<file path="src/rtl/vga_timing_pkg.sv">
// Shared phase encoding and default 640x480@60 timing for the VGA raster controller.
package vga_timing_pkg;

  typedef enum logic [2:0] {
    IDLE   = 3'd0,
    ACTIVE = 3'd1,
    FRONT  = 3'd2,
    SYNC   = 3'd3,
    BACK   = 3'd4
  } phase_e;

  localparam int unsigned DEF_CNT_WIDTH = 10;

  localparam int unsigned DEF_H_ACTIVE = 640;
  localparam int unsigned DEF_H_FRONT  = 18;
  localparam int unsigned DEF_H_SYNC   = 92;
  localparam int unsigned DEF_H_BACK   = 50;

  localparam int unsigned DEF_V_ACTIVE = 480;
  localparam int unsigned DEF_V_FRONT  = 10;
  localparam int unsigned DEF_V_SYNC   = 2;
  localparam int unsigned DEF_V_BACK   = 33;

  localparam int unsigned FRAME_CNT_WIDTH = 16;

endpackage

</file>
<file path="src/rtl/vga_axis_fsm.sv">
// One raster axis: position counter plus ACTIVE/FRONT/SYNC/BACK phase FSM.
// Next-state values are exported so the parent can register outputs without extra latency.
module vga_axis_fsm
  import vga_timing_pkg::*;
#(
  parameter int unsigned CNT_WIDTH = DEF_CNT_WIDTH,
  parameter int unsigned ACT_LEN   = DEF_H_ACTIVE,
  parameter int unsigned FRONT_LEN = DEF_H_FRONT,
  parameter int unsigned SYNC_LEN  = DEF_H_SYNC,
  parameter int unsigned BACK_LEN  = DEF_H_BACK
) (
  input  logic                 clk,
  input  logic                 rst,
  input  logic                 start,
  input  logic                 clear,
  input  logic                 advance,
  output phase_e               state_nxt_c,
  output logic [CNT_WIDTH-1:0] cnt,
  output logic [CNT_WIDTH-1:0] cnt_nxt_c,
  output logic                 wrap_c
);

  localparam int unsigned FRONT_START = ACT_LEN;
  localparam int unsigned SYNC_START  = FRONT_START + FRONT_LEN;
  localparam int unsigned BACK_START  = SYNC_START + SYNC_LEN;
  localparam int unsigned TOTAL       = BACK_START + BACK_LEN;

  phase_e               state;
  logic [CNT_WIDTH-1:0] cnt_inc;
  logic                 at_last;

  assign cnt_inc = cnt + CNT_WIDTH'(1);
  assign at_last = (cnt == CNT_WIDTH'(TOTAL - 1));
  // Kept independent of clear so the parent can derive clear from the wrap.
  assign wrap_c  = (state != IDLE) && advance && at_last;

  always_ff @(posedge clk or posedge rst) begin
    if (rst) begin
      state <= IDLE;
      cnt   <= '0;
    end else begin
      state <= state_nxt_c;
      cnt   <= cnt_nxt_c;
    end
  end

  always_comb begin
    state_nxt_c = state;
    cnt_nxt_c   = cnt;
    if (clear) begin
      state_nxt_c = IDLE;
      cnt_nxt_c   = '0;
    end else if (state == IDLE) begin
      if (start) begin
        state_nxt_c = ACTIVE;
        cnt_nxt_c   = '0;
      end
    end else if (advance) begin
      if (at_last) begin
        state_nxt_c = ACTIVE;
        cnt_nxt_c   = '0;
      end else begin
        cnt_nxt_c = cnt_inc;
        if (cnt_inc == CNT_WIDTH'(FRONT_START)) begin
          state_nxt_c = FRONT;
        end else if (cnt_inc == CNT_WIDTH'(SYNC_START)) begin
          state_nxt_c = SYNC;
        end else if (cnt_inc == CNT_WIDTH'(BACK_START)) begin
          state_nxt_c = BACK;
        end
      end
    end
  end

endmodule

</file>
<file path="src/rtl/vga_timing_ctrl.sv">
// VGA raster timing controller: syncs, counters, active flag and per-line prefetch handshake.
// Optional status outputs (underrun flag, frame counter) when VGA_TIMING_STATUS_EN is defined.
module vga_timing_ctrl
  import vga_timing_pkg::*;
#(
  parameter int unsigned CNT_WIDTH = DEF_CNT_WIDTH,
  parameter int unsigned H_ACTIVE  = DEF_H_ACTIVE,
  parameter int unsigned H_FRONT   = DEF_H_FRONT,
  parameter int unsigned H_SYNC    = DEF_H_SYNC,
  parameter int unsigned H_BACK    = DEF_H_BACK,
  parameter int unsigned V_ACTIVE  = DEF_V_ACTIVE,
  parameter int unsigned V_FRONT   = DEF_V_FRONT,
  parameter int unsigned V_SYNC    = DEF_V_SYNC,
  parameter int unsigned V_BACK    = DEF_V_BACK
) (
  input  logic                 clk,
  input  logic                 rst,
  input  logic                 i_enable,
  output logic                 o_hsync,
  output logic                 o_vsync,
  output logic                 o_active,
  output logic [CNT_WIDTH-1:0] o_col,
  output logic [CNT_WIDTH-1:0] o_row,
  output logic                 o_frame_start,
  output logic                 o_line_req,
  input  logic                 i_line_ack,
  output logic                 o_running
`ifdef VGA_TIMING_STATUS_EN
  ,
  output logic                       o_underrun,
  output logic [FRAME_CNT_WIDTH-1:0] o_frame_count
`endif
);

  localparam int unsigned H_BACK_START = H_ACTIVE + H_FRONT + H_SYNC;
  localparam int unsigned V_TOTAL      = V_ACTIVE + V_FRONT + V_SYNC + V_BACK;

  phase_e               h_state_nxt, v_state_nxt;
  logic [CNT_WIDTH-1:0] h_cnt_nxt, v_cnt_nxt;
  logic                 h_wrap, v_wrap;
  logic                 start_c, clear_c, running_nxt;
  logic                 back_entry_c, next_row_active_c, req_nxt;

  assign start_c     = !o_running && i_enable;
  // A stop takes effect only at the last pixel of the frame; re-enabling before then cancels it.
  assign clear_c     = h_wrap && v_wrap && !i_enable;
  assign running_nxt = (h_state_nxt != IDLE);

  vga_axis_fsm #(
    .CNT_WIDTH (CNT_WIDTH),
    .ACT_LEN   (H_ACTIVE),
    .FRONT_LEN (H_FRONT),
    .SYNC_LEN  (H_SYNC),
    .BACK_LEN  (H_BACK)
  ) u_h_axis (
    .clk         (clk),
    .rst         (rst),
    .start       (start_c),
    .clear       (clear_c),
    .advance     (1'b1),
    .state_nxt_c (h_state_nxt),
    .cnt         (o_col),
    .cnt_nxt_c   (h_cnt_nxt),
    .wrap_c      (h_wrap)
  );

  vga_axis_fsm #(
    .CNT_WIDTH (CNT_WIDTH),
    .ACT_LEN   (V_ACTIVE),
    .FRONT_LEN (V_FRONT),
    .SYNC_LEN  (V_SYNC),
    .BACK_LEN  (V_BACK)
  ) u_v_axis (
    .clk         (clk),
    .rst         (rst),
    .start       (start_c),
    .clear       (clear_c),
    .advance     (h_wrap),
    .state_nxt_c (v_state_nxt),
    .cnt         (o_row),
    .cnt_nxt_c   (v_cnt_nxt),
    .wrap_c      (v_wrap)
  );

  // The row about to follow is visible: rows up to V_ACTIVE-2, or the last row before wrap.
  assign next_row_active_c = (o_row < CNT_WIDTH'(V_ACTIVE - 1)) ||
                             (o_row == CNT_WIDTH'(V_TOTAL - 1));
  assign back_entry_c      = (h_state_nxt == BACK) && (h_cnt_nxt == CNT_WIDTH'(H_BACK_START));

  always_comb begin
    req_nxt = o_line_req;
    if (!running_nxt) begin
      req_nxt = 1'b0;
    end else if (o_line_req && i_line_ack) begin
      req_nxt = 1'b0;
    end else if (o_line_req && h_wrap) begin
      req_nxt = 1'b0;
    end else if (back_entry_c && next_row_active_c) begin
      req_nxt = 1'b1;
    end
  end

  always_ff @(posedge clk or posedge rst) begin
    if (rst) begin
      o_hsync       <= 1'b1;
      o_vsync       <= 1'b1;
      o_active      <= 1'b0;
      o_frame_start <= 1'b0;
      o_line_req    <= 1'b0;
      o_running     <= 1'b0;
    end else begin
      o_hsync       <= (h_state_nxt != SYNC);
      o_vsync       <= (v_state_nxt != SYNC);
      o_active      <= (h_state_nxt == ACTIVE) && (v_state_nxt == ACTIVE);
      o_frame_start <= running_nxt && (h_cnt_nxt == '0) && (v_cnt_nxt == '0);
      o_line_req    <= req_nxt;
      o_running     <= running_nxt;
    end
  end

`ifdef VGA_TIMING_STATUS_EN
  logic missed_c;

  // Request still outstanding when the line it was for begins.
  assign missed_c = o_line_req && !i_line_ack && h_wrap && running_nxt;

  always_ff @(posedge clk or posedge rst) begin
    if (rst) begin
      o_underrun    <= 1'b0;
      o_frame_count <= '0;
    end else begin
      o_underrun <= o_underrun || missed_c;
      if (o_frame_start) begin
        o_frame_count <= o_frame_count + FRAME_CNT_WIDTH'(1);
      end
    end
  end
`endif

endmodule

</file>
<file path="config.mk">
export PLATFORM = sky130hd
export DESIGN_NAME = vga_timing_ctrl
export DESIGN_NICKNAME = d
export VERILOG_FILES = /design/src/rtl/vga_timing_pkg.sv /design/src/rtl/vga_axis_fsm.sv /design/src/rtl/vga_timing_ctrl.sv
export SDC_FILE = /design/constraint.sdc
export NUM_CORES = 1
export LEC_CHECK = 0
export CORE_MARGIN = 2
export CORE_UTILIZATION = 51
export DETAILED_ROUTE_END_ITERATION = 12
export GPL_ROUTABILITY_DRIVEN = 0
export PLACE_DENSITY = 0.77
export REMOVE_ABC_BUFFERS = 1
export SYNTH_ARGS = -nofsm -noshare
export SYNTH_HDL_FRONTEND = slang
export SYNTH_SLANG_ARGS = --single-unit
</file>
<file path="constraint.sdc">
create_clock -name clk -period 3.3 [get_ports clk]
set_clock_uncertainty 0.15 [all_clocks]
set_input_delay 0.33 -clock clk [delete_from_list [all_inputs] [get_ports clk]]
set_output_delay 0.33 -clock clk [all_outputs]
set_load 0.03 [all_outputs]
</file>
==> impl_metrics.py <==
metrics = {
    "status": {
        "status": "finished, final reports clean",
    },
    "timing": {
        "worstMarginPinSlew_ns": 0.7291,
        "finalMaxSlewViolations": 0,
        "finalSetupTns_ns": 0,
        "finalSetupViolCount": 0,
        "hold_viol_final": 0,
        "rsz0062_at_grt": "false",
        "post-route-period-util_pct": 95.95,
        "fmax_ghz": 0.3158,
        "relSlewSlack_pct": 51.39,
        "layout_min_cycle_time_ns": 3.166,
    },
    "logic_synthesis": {
        "syn_avg_cell_area_um2": 8.324,
        "synth_top_area_share_pct": 29.57,
        "ys.flop_type": "dfrtp_1",
        "ys_async_sr_fraction_pct": 100.0,
        "synth_common_cells": "dfrtp_1 (30), nand2_1 (24), o21ai_0 (23)",
        "syn_area_um2": 2539,
        "ys_types": 72,
        "synth_seq_cells": 32,
        "synth_area_leaders": "dfrtp_1 (30%), o21ai_0 (4.5%), nand2_1 (3.5%)",
        "ys_warn_count": 0,
        "yosysTopAreaCell": "dfrtp_1",
        "ys_seq_area_share_pct": 31.64,
        "netlist_instances": 305,
        "synth_most_common_cell": "dfrtp_1",
        "synth-edff-count": 0,
    },
    "setup_path": {
        "crit_type": "register to register",
        "crit_required_ns": 3.35,
        "path_max_fanout": 19,
        "path_buf_inv": 0,
        "crit_path_start_kind": "register",
        "cp.arrival_ns": 3.21,
        "slowest_stage": "dfrtp_1",
        "setup.worst_path.end_class": "register",
        "critPathTopFamily": "simple AND/OR/NAND/NOR gates",
        "max_stage_delay_ns": 0.81,
        "cp_cell_sequence": "nand3_1 -> or2_2 -> nand3_1 -> o211ai_1 -> or4_1 -> or4_1 -> nor4_2",
        "ff2ff_setup_slack_ns": 0.13,
    },
    "detailed_routing": {
        "via_per_inst": 6.542,
        "first_pass_iters": 5,
        "wire_per_inst_um": 18.06,
        "drtIter0Drc": 319,
        "ant_nets": 0,
        "vias": 2728,
        "drc": 0,
        "finalWirelength_um": 7531,
    },
    "clock_tree": {
        "cts_tree": "yes",
        "clkSinkCount": 32,
        "ctsHtreeMaxLevel": 2,
        "cts_buffers": 5,
        "worstSkewPairLatency_ns": 0.29,
        "clkSlewWorstSetupHoldPaths_ns": 0.07,
        "max-clock-path-buffers": 2,
        "cts_root_buf": "clkbuf_8",
    },
    "cells_and_area": {
        "drive_above_1_share_pct": 16.00,
        "num-nets-final": 360,
        "postLayoutCoreUtil_pct": 66.82,
        "fillerInstances": 405,
        "syn_to_final_growth_pct": 25.14,
        "antenna_cells": 0,
    },
    "global_routing": {
        "grt_pass1_wl_um": 12050,
        "grt_overflow_total": 0,
        "grt_pass1_vias": 2365,
        "grt_max_degree": 33,
        "grtUsageTotal_pct": 28.63,
        "antenna_found_initial": 0,
    },
    "place": {
        "numPortBuffers": 29,
        "dp_hpwl_um": 5669,
    },
    "floorplanning": {
        "die_y_um": 74.56,
        "die_area_um2": 5558,
        "io_pins": 30,
        "core_area_um2": 4755,
        "start_util_pct": 53.39,
        "row_count": 25,
        "die_w_um": 74.56,
    },
    "hold_path": {
        "hold_path_class": "input port to asynchronous set/reset pin",
    },
    "flow_run": {
        "cap_violations": 0,
    },
    "pwr": {
        "p_leak_nw": 1.270,
        "ir_drop_mv": 0.4646,
        "finalPower_w": 0.002258,
        "powerDensity_nw_per_um2": 710.8,
    },
}
metrics by stage:
step / worst slack (ns) / hold WS, ns / instances / area [um2]
final: 0.1336 / 0.2594 / 417 / 3177
after global routing: 0.02724 / 0.3130 / 417 / 3177
after CTS: 0.1654 / 0.2771 / 417 / 3163
after detailed placement: 0.06504 / 0.4186 / 409 / 3037
after global placement: 0.1200 / 0.4252 / 409 / 3037
after floorplan: -0.1493 / 0.2947 / 284 / 2445
flip-flops by register name, indices dropped and copies added (netlist names):
signal	flops
u_v_axis.cnt	10
o_active	1
o_frame_start	1
o_line_req	1
o_vsync	1
u_v_axis.state	3
u_h_axis.state	3
o_running	1
o_hsync	1
u_h_axis.cnt	10
cell usage in the layout, fill, tap and decap left out, types with 3 or more instances in the layout:
master / n
inv_1: 17
nand3_1: 13
and2_1: 4
nand4_1: 8
nand2_1: 24
dfrtp_1: 30
nor2_1: 14
and3_1: 8
a211oi_1: 3
or2_2: 3
buf_4: 29
o211ai_1: 6
a21oi_1: 12
or4_1: 7
nor3_1: 10
clkbuf_8: 7
nor2b_1: 5
a31oi_1: 13
or3_1: 8
a21o_1: 3
ha_1: 7
clkdlybuf4s50_1: 29
nor3b_1: 4
o21ai_0: 23
worst paths after layout:
check	start	endpoint	cells past startpoint
min in group clk	u_v_axis.state[2]	u_v_axis.state[2]	1
max in group asynchronous	rst	o_hsync	3
worst max-delay path	u_h_axis.cnt[5]	o_frame_start	7
worst min register to register	u_v_axis.state[2]	u_v_axis.state[2]	1
worst min-delay path	rst	o_line_req	3
worst max register to register	u_h_axis.cnt[5]	o_frame_start	7
worst register-to-register path, cell delays in order (launching register included):
cell	delay, ns
dfrtp_1	0.81
nand3_1	0.25
or2_2	0.35
nand3_1	0.08
o211ai_1	0.17
or4_1	0.53
or4_1	0.51
nor4_2	0.23
logic make-up after synthesis:
kind of cell    after synthesis  share of synthesized area, %
compound gates               97                         26.86
buf+inv                      38                         6.210
xor+xnor                      3                         1.035
flops                        32                         31.64
mux                           3                         1.232
simple gates                125                         29.57
fa+ha+maj                     7                         3.450
report_power, final:
part	switching, W	internal (W)
registers	0.0000917	0.000478
clock network	0.000146	0.000266
logic	0.000767	0.000509
total	0.00100	0.00125
timing repair:
item                                    CTS  global route
gates resized for setup                   0             2
hold buffers                              0             0
setup buffers                             0             0
endpoints found under the setup margin    0             2
hold endpoints to repair                  0             0
routing by layer:
metal | global-route usage [%] | up-vias | part of all wire, %
li1 | - | 1261 | -
met1 | 44.25 | 1301 | 46
met2 | 41.20 | 146 | 44
met3 | 5.556 | 20 | 8.0
met4 | 6.548 | 0 | 1.6
met5 | 0 | - | 0
final cells by class:
cell class              instances  area (um2)  area share [%]
clock inverters                 1       30.03          0.9453
flip-flops and latches         32       803.3           25.29
clock buffers                   7       96.34           3.033
well taps                      67       83.83           2.639
repair buffers                 58       508.0           15.99
multi-input cells             235        1592           50.10
inverters                      17       63.81           2.009
(Power assumes the default switching activity.)
